[src/rtl/csr_access_unit.sv]
// Zicsr execution unit: read-modify-write of one CSR per instruction, with
// valid/ready handshakes toward decode and writeback.
module csr_access_unit #(
  parameter int unsigned XLEN   = 32,
  parameter int unsigned CSR_AW = 12
) (
  input  logic              clk_i,
  input  logic              rst_ni,
  input  logic              req_valid_i,
  output logic              req_ready_o,
  input  logic [2:0]        req_funct3_i,
  input  logic [CSR_AW-1:0] req_csr_addr_i,
  input  logic [XLEN-1:0]   req_rs1_data_i,
  input  logic [4:0]        req_rs1_idx_i,
  input  logic [4:0]        req_rd_idx_i,
  output logic              csr_read_enable_o,
  output logic              csr_write_enable_o,
  output logic [CSR_AW-1:0] csr_address_o,
  output logic [XLEN-1:0]   csr_write_data_o,
  input  logic [XLEN-1:0]   csr_read_data_i,
  output logic              rsp_valid_o,
  input  logic              rsp_ready_i,
  output logic [4:0]        rsp_rd_idx_o,
  output logic [XLEN-1:0]   rsp_data_o,
  output logic              rsp_illegal_o
);

  typedef enum logic [1:0] {
    ST_IDLE   = 2'd0,
    ST_READ   = 2'd1,
    ST_MODIFY = 2'd2,
    ST_RESP   = 2'd3
  } state_e;

  state_e            state_q, state_d;
  logic [2:0]        funct3_q, funct3_d;
  logic [CSR_AW-1:0] addr_q, addr_d;
  logic [XLEN-1:0]   operand_q, operand_d;
  logic [4:0]        rd_idx_q, rd_idx_d;
  logic              wreq_q, wreq_d;
  logic              illegal_q, illegal_d;
  logic [XLEN-1:0]   old_q, old_d;

  logic              req_wreq_c;
  logic              req_addr_ok_c;
  logic              req_illegal_c;
  logic [XLEN-1:0]   new_val_c;

  // Decode legality of the incoming request at capture time
  always_comb begin
    req_wreq_c    = (req_funct3_i[1:0] == 2'b01) || (req_rs1_idx_i != 5'd0);
    req_addr_ok_c = 1'b0;
    case (req_csr_addr_i)
      CSR_AW'(12'h300), CSR_AW'(12'h301), CSR_AW'(12'h304), CSR_AW'(12'h305),
      CSR_AW'(12'h340), CSR_AW'(12'h341), CSR_AW'(12'h342), CSR_AW'(12'h344):
        req_addr_ok_c = 1'b1;
      default: req_addr_ok_c = 1'b0;
    endcase
    req_illegal_c = (req_funct3_i[1:0] == 2'b00) || !req_addr_ok_c ||
                    ((req_csr_addr_i[CSR_AW-1 -: 2] == 2'b11) && req_wreq_c);
  end

  // New CSR value from the old value arriving from the register file
  always_comb begin
    new_val_c = operand_q;
    case (funct3_q[1:0])
      2'b10:   new_val_c = csr_read_data_i | operand_q;
      2'b11:   new_val_c = csr_read_data_i & ~operand_q;
      default: new_val_c = operand_q;
    endcase
  end

  // Next-state and capture logic
  always_comb begin
    state_d   = state_q;
    funct3_d  = funct3_q;
    addr_d    = addr_q;
    operand_d = operand_q;
    rd_idx_d  = rd_idx_q;
    wreq_d    = wreq_q;
    illegal_d = illegal_q;
    old_d     = old_q;
    case (state_q)
      ST_IDLE: begin
        if (req_valid_i) begin
          funct3_d  = req_funct3_i;
          addr_d    = req_csr_addr_i;
          operand_d = req_funct3_i[2] ? XLEN'(req_rs1_idx_i) : req_rs1_data_i;
          rd_idx_d  = req_rd_idx_i;
          wreq_d    = req_wreq_c;
          illegal_d = req_illegal_c;
          state_d   = ST_READ;
        end
      end
      ST_READ:   state_d = ST_MODIFY;
      ST_MODIFY: begin
        old_d   = csr_read_data_i;
        state_d = ST_RESP;
      end
      ST_RESP: begin
        if (rsp_ready_i) state_d = ST_IDLE;
      end
      default: state_d = ST_IDLE;
    endcase
  end

  // State and captured-operand registers
  always_ff @(posedge clk_i or negedge rst_ni) begin
    if (!rst_ni) begin
      state_q   <= ST_IDLE;
      funct3_q  <= 3'd0;
      addr_q    <= '0;
      operand_q <= '0;
      rd_idx_q  <= 5'd0;
      wreq_q    <= 1'b0;
      illegal_q <= 1'b0;
      old_q     <= '0;
    end else begin
      state_q   <= state_d;
      funct3_q  <= funct3_d;
      addr_q    <= addr_d;
      operand_q <= operand_d;
      rd_idx_q  <= rd_idx_d;
      wreq_q    <= wreq_d;
      illegal_q <= illegal_d;
      old_q     <= old_d;
    end
  end

  // Outputs decoded from the state register; write data depends on the
  // same-cycle read data, so the register-file port cannot be retimed
  always_comb begin
    req_ready_o        = (state_q == ST_IDLE);
    csr_read_enable_o  = (state_q == ST_READ);
    csr_write_enable_o = (state_q == ST_MODIFY) && wreq_q && !illegal_q;
    csr_address_o      = ((state_q == ST_READ) || (state_q == ST_MODIFY)) ? addr_q : '0;
    csr_write_data_o   = (state_q == ST_MODIFY) ? new_val_c : '0;
    rsp_valid_o        = (state_q == ST_RESP);
    rsp_illegal_o      = (state_q == ST_RESP) && illegal_q;
    rsp_data_o         = ((state_q == ST_RESP) && !illegal_q) ? old_q : '0;
    rsp_rd_idx_o       = ((state_q == ST_RESP) && !illegal_q) ? rd_idx_q : 5'd0;
  end

endmodule

[config.mk]
export PLATFORM = sky130hd
export DESIGN_NAME = csr_access_unit
export DESIGN_NICKNAME = d
export VERILOG_FILES = /design/src/rtl/csr_access_unit.sv
export SDC_FILE = /design/constraint.sdc
export NUM_CORES = 1
export LEC_CHECK = 0
export BUFFER_PORTS_ARGS = -buffer_cell sky130_fd_sc_hd__buf_2
export CORE_MARGIN = 2
export CORE_UTILIZATION = 45
export DETAILED_ROUTE_END_ITERATION = 10
export GPL_ROUTABILITY_DRIVEN = 0
export PLACE_DENSITY = 0.83
export SLEW_MARGIN = 5
export SYNTH_ARGS = -nofsm -noshare
export SYNTH_HDL_FRONTEND = slang
export SYNTH_SLANG_ARGS = --single-unit
[constraint.sdc]
create_clock -name clk_i -period 2 [get_ports clk_i]
set_clock_uncertainty 0.15 [all_clocks]
set_input_delay 0.4 -clock clk_i [delete_from_list [all_inputs] [get_ports clk_i]]
set_output_delay 0.4 -clock clk_i [all_outputs]
set_load 0.005 [all_outputs]
* Word-level counts from Yosys, hierarchy flattened
Cells that the tools add are included.
** Storage, ports and cells
- Register bits :: 87
- Logic and storage cells :: 55
** Cells by class
- Equal/unequal tests :: 17
- Muxes and demuxes :: 10
- Bitwise operators :: 3
- Reductions and logical operators :: 17
** Operators with widths (number)
- 12-bit by 10-bit == test with 1-bit output, second input constant :: 8
- 32-bit 2-to-1 mux :: 3
- 32-bit case mux with 2 select lines :: 1
- 32-bit bitwise AND :: 1
- 32-bit NOT :: 1
- 32-bit bitwise OR :: 1
- 12-bit 2-to-1 mux :: 1
- 2-bit == test, second input constant :: 5
- 2-bit case mux with 4 select lines :: 1
- 8-bit OR reduction :: 1
- 1-bit logical AND :: 5
- 5-bit 2-to-1 mux :: 1
- 5-bit nonzero test :: 1
- 2-bit by 1-bit == test with 1-bit output, second input constant :: 2
- 2-bit logical NOT :: 2
- 1-bit logical OR :: 4
- 2-bit 2-to-1 mux :: 2
- 2-bit AND reduction :: 2
- 1-bit logical NOT :: 2
- 2-bit by 1-bit != test with 1-bit output, second input constant :: 1
- 2-bit != test, second input constant :: 1
- 1-bit 2-to-1 mux :: 1

* Logic depth before layout (Yosys ltp)
- Depth in word-level cells :: 6
- Depth in mapped cells :: 7
- Mapped depth without buffers :: 5

* Least setup slack after synthesis
OpenSTA, ideal clock, no wires.
- Path type :: register to output
- Start point :: register state_q[0]
- End point :: output port csr_write_data_o[0]
- Data arrival time :: 1.393 ns
- Setup slack :: 0.057 ns
- Cell stages (with the launch flop) :: 6
- Buffers on the path :: 2
- Cell sequence :: dfrtp_1 -> inv_1 -> ha_1 -> clkbuf_1 -> buf_2 -> a21boi_1
** On the way
- Word-level cells in the longest chain between the ends :: 2
** RTL lines
- from (decl) :: line 35 : state_e state_q, state_d;
- from (signal assigned) :: line 119 : state_q <= state_d;
- 2-bit == test :: line 137 : csr_write_data_o = (state_q == ST_MODIFY) ? new_val_c : '0;
- 32-bit 2-to-1 mux :: line 137
- to (decl) :: line 19 : output logic [XLEN-1:0] csr_write_data_o,
No other way between the ends.

* Worst setup path in the final report
- Start point :: register state_q[0]
- End point :: output port csr_write_data_o[21]
The elaborated chain is that of the path after synthesis.

==> flow_metrics.env <==
export IMPL_layout_setup_ws_ns=-0.220
export IMPL_numCtsBuffers=9
export IMPL_busiest_layer="met2"
export IMPL_ant_nets=0
export IMPL_final_common_cell="buf_2"
export IMPL_nNetsFinal=731
export IMPL_syn_avg_cell_area_um2=10.2
export IMPL_leakagePower_nw=3.06
export IMPL_post_route_period_util=1.11
export IMPL_clk_path_buf_depth=2
export IMPL_antenna_found_initial=0
export IMPL_crit_type="register to output pin"
export IMPL_ys_seq_elements=87
export IMPL_use_met3=0.0357
export IMPL_fin_hold_ws_ns=0.0928
export IMPL_die_x_um=104
export IMPL_drt_wl_total_um=12800
export IMPL_die_area_mm2=0.0108
export IMPL_firstDrtPassIters=4
export IMPL_relSlewSlack=0.736
export IMPL_tightest_slew_ns=0.396
export IMPL_path_clk_slew_ns=0.09
export IMPL_placed_cells=737
export IMPL_htreeDepth=3
export IMPL_drive_gt1_frac=0.423
export IMPL_violations="negative setup slack"
export IMPL_use_met1=0.290
export IMPL_io_buffers=178
export IMPL_insertion_delay_ns=0.36
export IMPL_overflow=0
export IMPL_cp_arrival_ns=1.67
export IMPL_start_util=0.464
export IMPL_gr_usage_met2=0.419
export IMPL_layout_cells_non_filler=772
export IMPL_io_pins=179
export IMPL_ir_drop_v=0.00105
export IMPL_cp_start_kind="register"
export IMPL_synth_top_area_share=0.483
export IMPL_path_max_fanout=8
export IMPL_grt_max_degree=46
export IMPL_hold_path_cell_count=2
export IMPL_post_drt_wl_per_cell_um=16.6
export IMPL_vias_per_cell=5.13
export IMPL_synth_distinct_cells=26
export IMPL_yosysTopAreaCell="dfrtp_1"
export IMPL_fin_crit_ns=2.22
export IMPL_grt_pass1_vias=4211
export IMPL_fmax_ghz=0.450
export IMPL_slew_viol_final=0
export IMPL_vias=3962
export IMPL_grt_usage=0.239
export IMPL_critical_path_endpoint_type="output pin"
export IMPL_synthCells=442
export IMPL_num_antenna_cells=0
export IMPL_finalHoldViolations=0
export IMPL_finalSetupViolCount=83
export IMPL_total_power_mw=8.62
export IMPL_synth_warnings=0
export IMPL_coreArea_mm2=0.00973
export IMPL_status="complete, but fails checks"
export IMPL_num_rows=36
export IMPL_power_density_mw_per_mm2=1370
export IMPL_drc=0
export IMPL_syn_nets=539
export IMPL_die_h_um=104
export IMPL_rsz0062_at_grt="true"
export IMPL_clock_sinks=87
export IMPL_grt_pass1_wl_um=20700
export IMPL_area_delta_synth_final_pct=39.7
export IMPL_max_cap_viol_count=0
export IMPL_syn_area_mm2=0.00451
export IMPL_worstRegToRegCells=7
export IMPL_cts_tree="done"
export IMPL_dp_hpwl_um=8210
export IMPL_hp_class="primary input to register"
export IMPL_required_ns=1.45
export IMPL_yosys_top_cells_area="dfrtp_1 48%, mux2_1 13%, and2_1 6.9%"
export IMPL_dr_first_iter_drc_count=123
export IMPL_final_cell_mix="177 x buf_2, 86 x dfrtp_1, 68 x nand2_1, 51 x mux2_1, 47 x and2_1"
export IMPL_cts_root_buf="clkbuf_8"
export IMPL_ys_seq_area_frac=0.483
Yosys cell counts:
cell and number:
nand2_1 69, and3b_1 1, buf_1 1, o21ai_0 1, nor2_1 1, a2111oi_4 1, a21boi_1 32, nand3b_1 32
ha_1 4, mux2_1 51, a21o_1 1, nand2b_1 27, inv_1 4, mux2i_1 5, o32a_1 1, a31oi_1 1
or4_4 1, buf_2 8, clkbuf_1 22, a21oi_1 2, nor2b_1 3, and2_1 50, or4_1 1, o21ai_1 34
nor3_1 2, dfrtp_1 87
final cells by class:
type | instances | area [µm²]
Fill cell | 832 | 3430
Clock inverter | 5 | 81.3
Sequential cell | 87 | 2180
Inverter | 4 | 17.5
Tap cell | 133 | 166
Timing Repair Buffer | 211 | 1310
Clock buffer | 11 | 141
Multi-Input combinational cell | 321 | 2410
registers in the layout (all words and copies together) (netlist names):
name / cells
addr_q: 12
operand_q: 32
old_q: 32
wreq_q: 1
rd_idx_q: 5
funct3_q: 2
state_q: 2
illegal_q: 1
cell families after synthesis:
logic type               synth area share
multiplexers                        0.138
AND/OR/NAND/NOR                     0.231
flip-flops                          0.483
buffers and inverters              0.0313
adder cells (fa/ha/maj)            0.0111
AO/OA/AOI/OAI                       0.106
timing repair:
item                                    in CTS  in global routing
gates resized for setup                     50                  7
hold endpoints to repair                    28                  0
setup buffers                               14                  1
cloned                                       6                  0
hold buffers                                 1                  0
endpoints found under the setup margin      82                 83
through the flow:
| step | cell area (µm²) | worst slack [ns] | utilization | setup TNS [ns] |
|---|---|---|---|---|
| after global placement | 5620 | -0.330 | 0.578 | -11.90 |
| after detailed placement | 5620 | -0.485 | 0.578 | -17.26 |
| after CTS | 6330 | -0.215 | 0.650 | -14.82 |
| final | 6300 | -0.220 | 0.648 | -13.68 |
| after global routing | 6300 | -0.282 | 0.648 | -18.21 |
| after floorplan | 4510 | 0.0566 | - | 0 |
report_power, final:
part / total (mW) / switching [mW] / internal (mW)
clock: 1.39 / 0.649 / 0.739
combinational: 4.12 / 1.92 / 2.19
sequential: 3.12 / 0.493 / 2.63
worst paths after layout:
path / slack, ns / to / startpoint
worst min-delay path: 0.09 / rd_idx_q[3]$_DFFE_PN0P_ / req_rd_idx_i[3]
worst max-delay path: -0.22 / csr_write_data_o[21] / state_q[0]$_DFFE_PN0P_
worst min register to register: 0.33 / addr_q[6]$_DFFE_PN0P_ / addr_q[6]$_DFFE_PN0P_
min in group asynchronous: 0.35 / old_q[14]$_DFFE_PN0P_ / rst_ni
worst max register to register: 0.10 / old_q[7]$_DFFE_PN0P_ / state_q[0]$_DFFE_PN0P_
max in group asynchronous: 0.75 / state_q[1]$_DFFE_PN0P_ / rst_ni
critical path: stages, from the launching register on:
cell,delay (ns)
dfrtp_1,0.40
buf_6,0.13
inv_4,0.06
ha_4,0.18
buf_12,0.12
buf_12,0.12
a21boi_4,0.17
buf_2,0.13
metal layers:
layer	routed length, µm	share of wire
met3	560	0.044
met2	6570	0.51
met5	0	0
met4	268	0.021
met1	5390	0.42
Power figures use the tool's default switching activity.
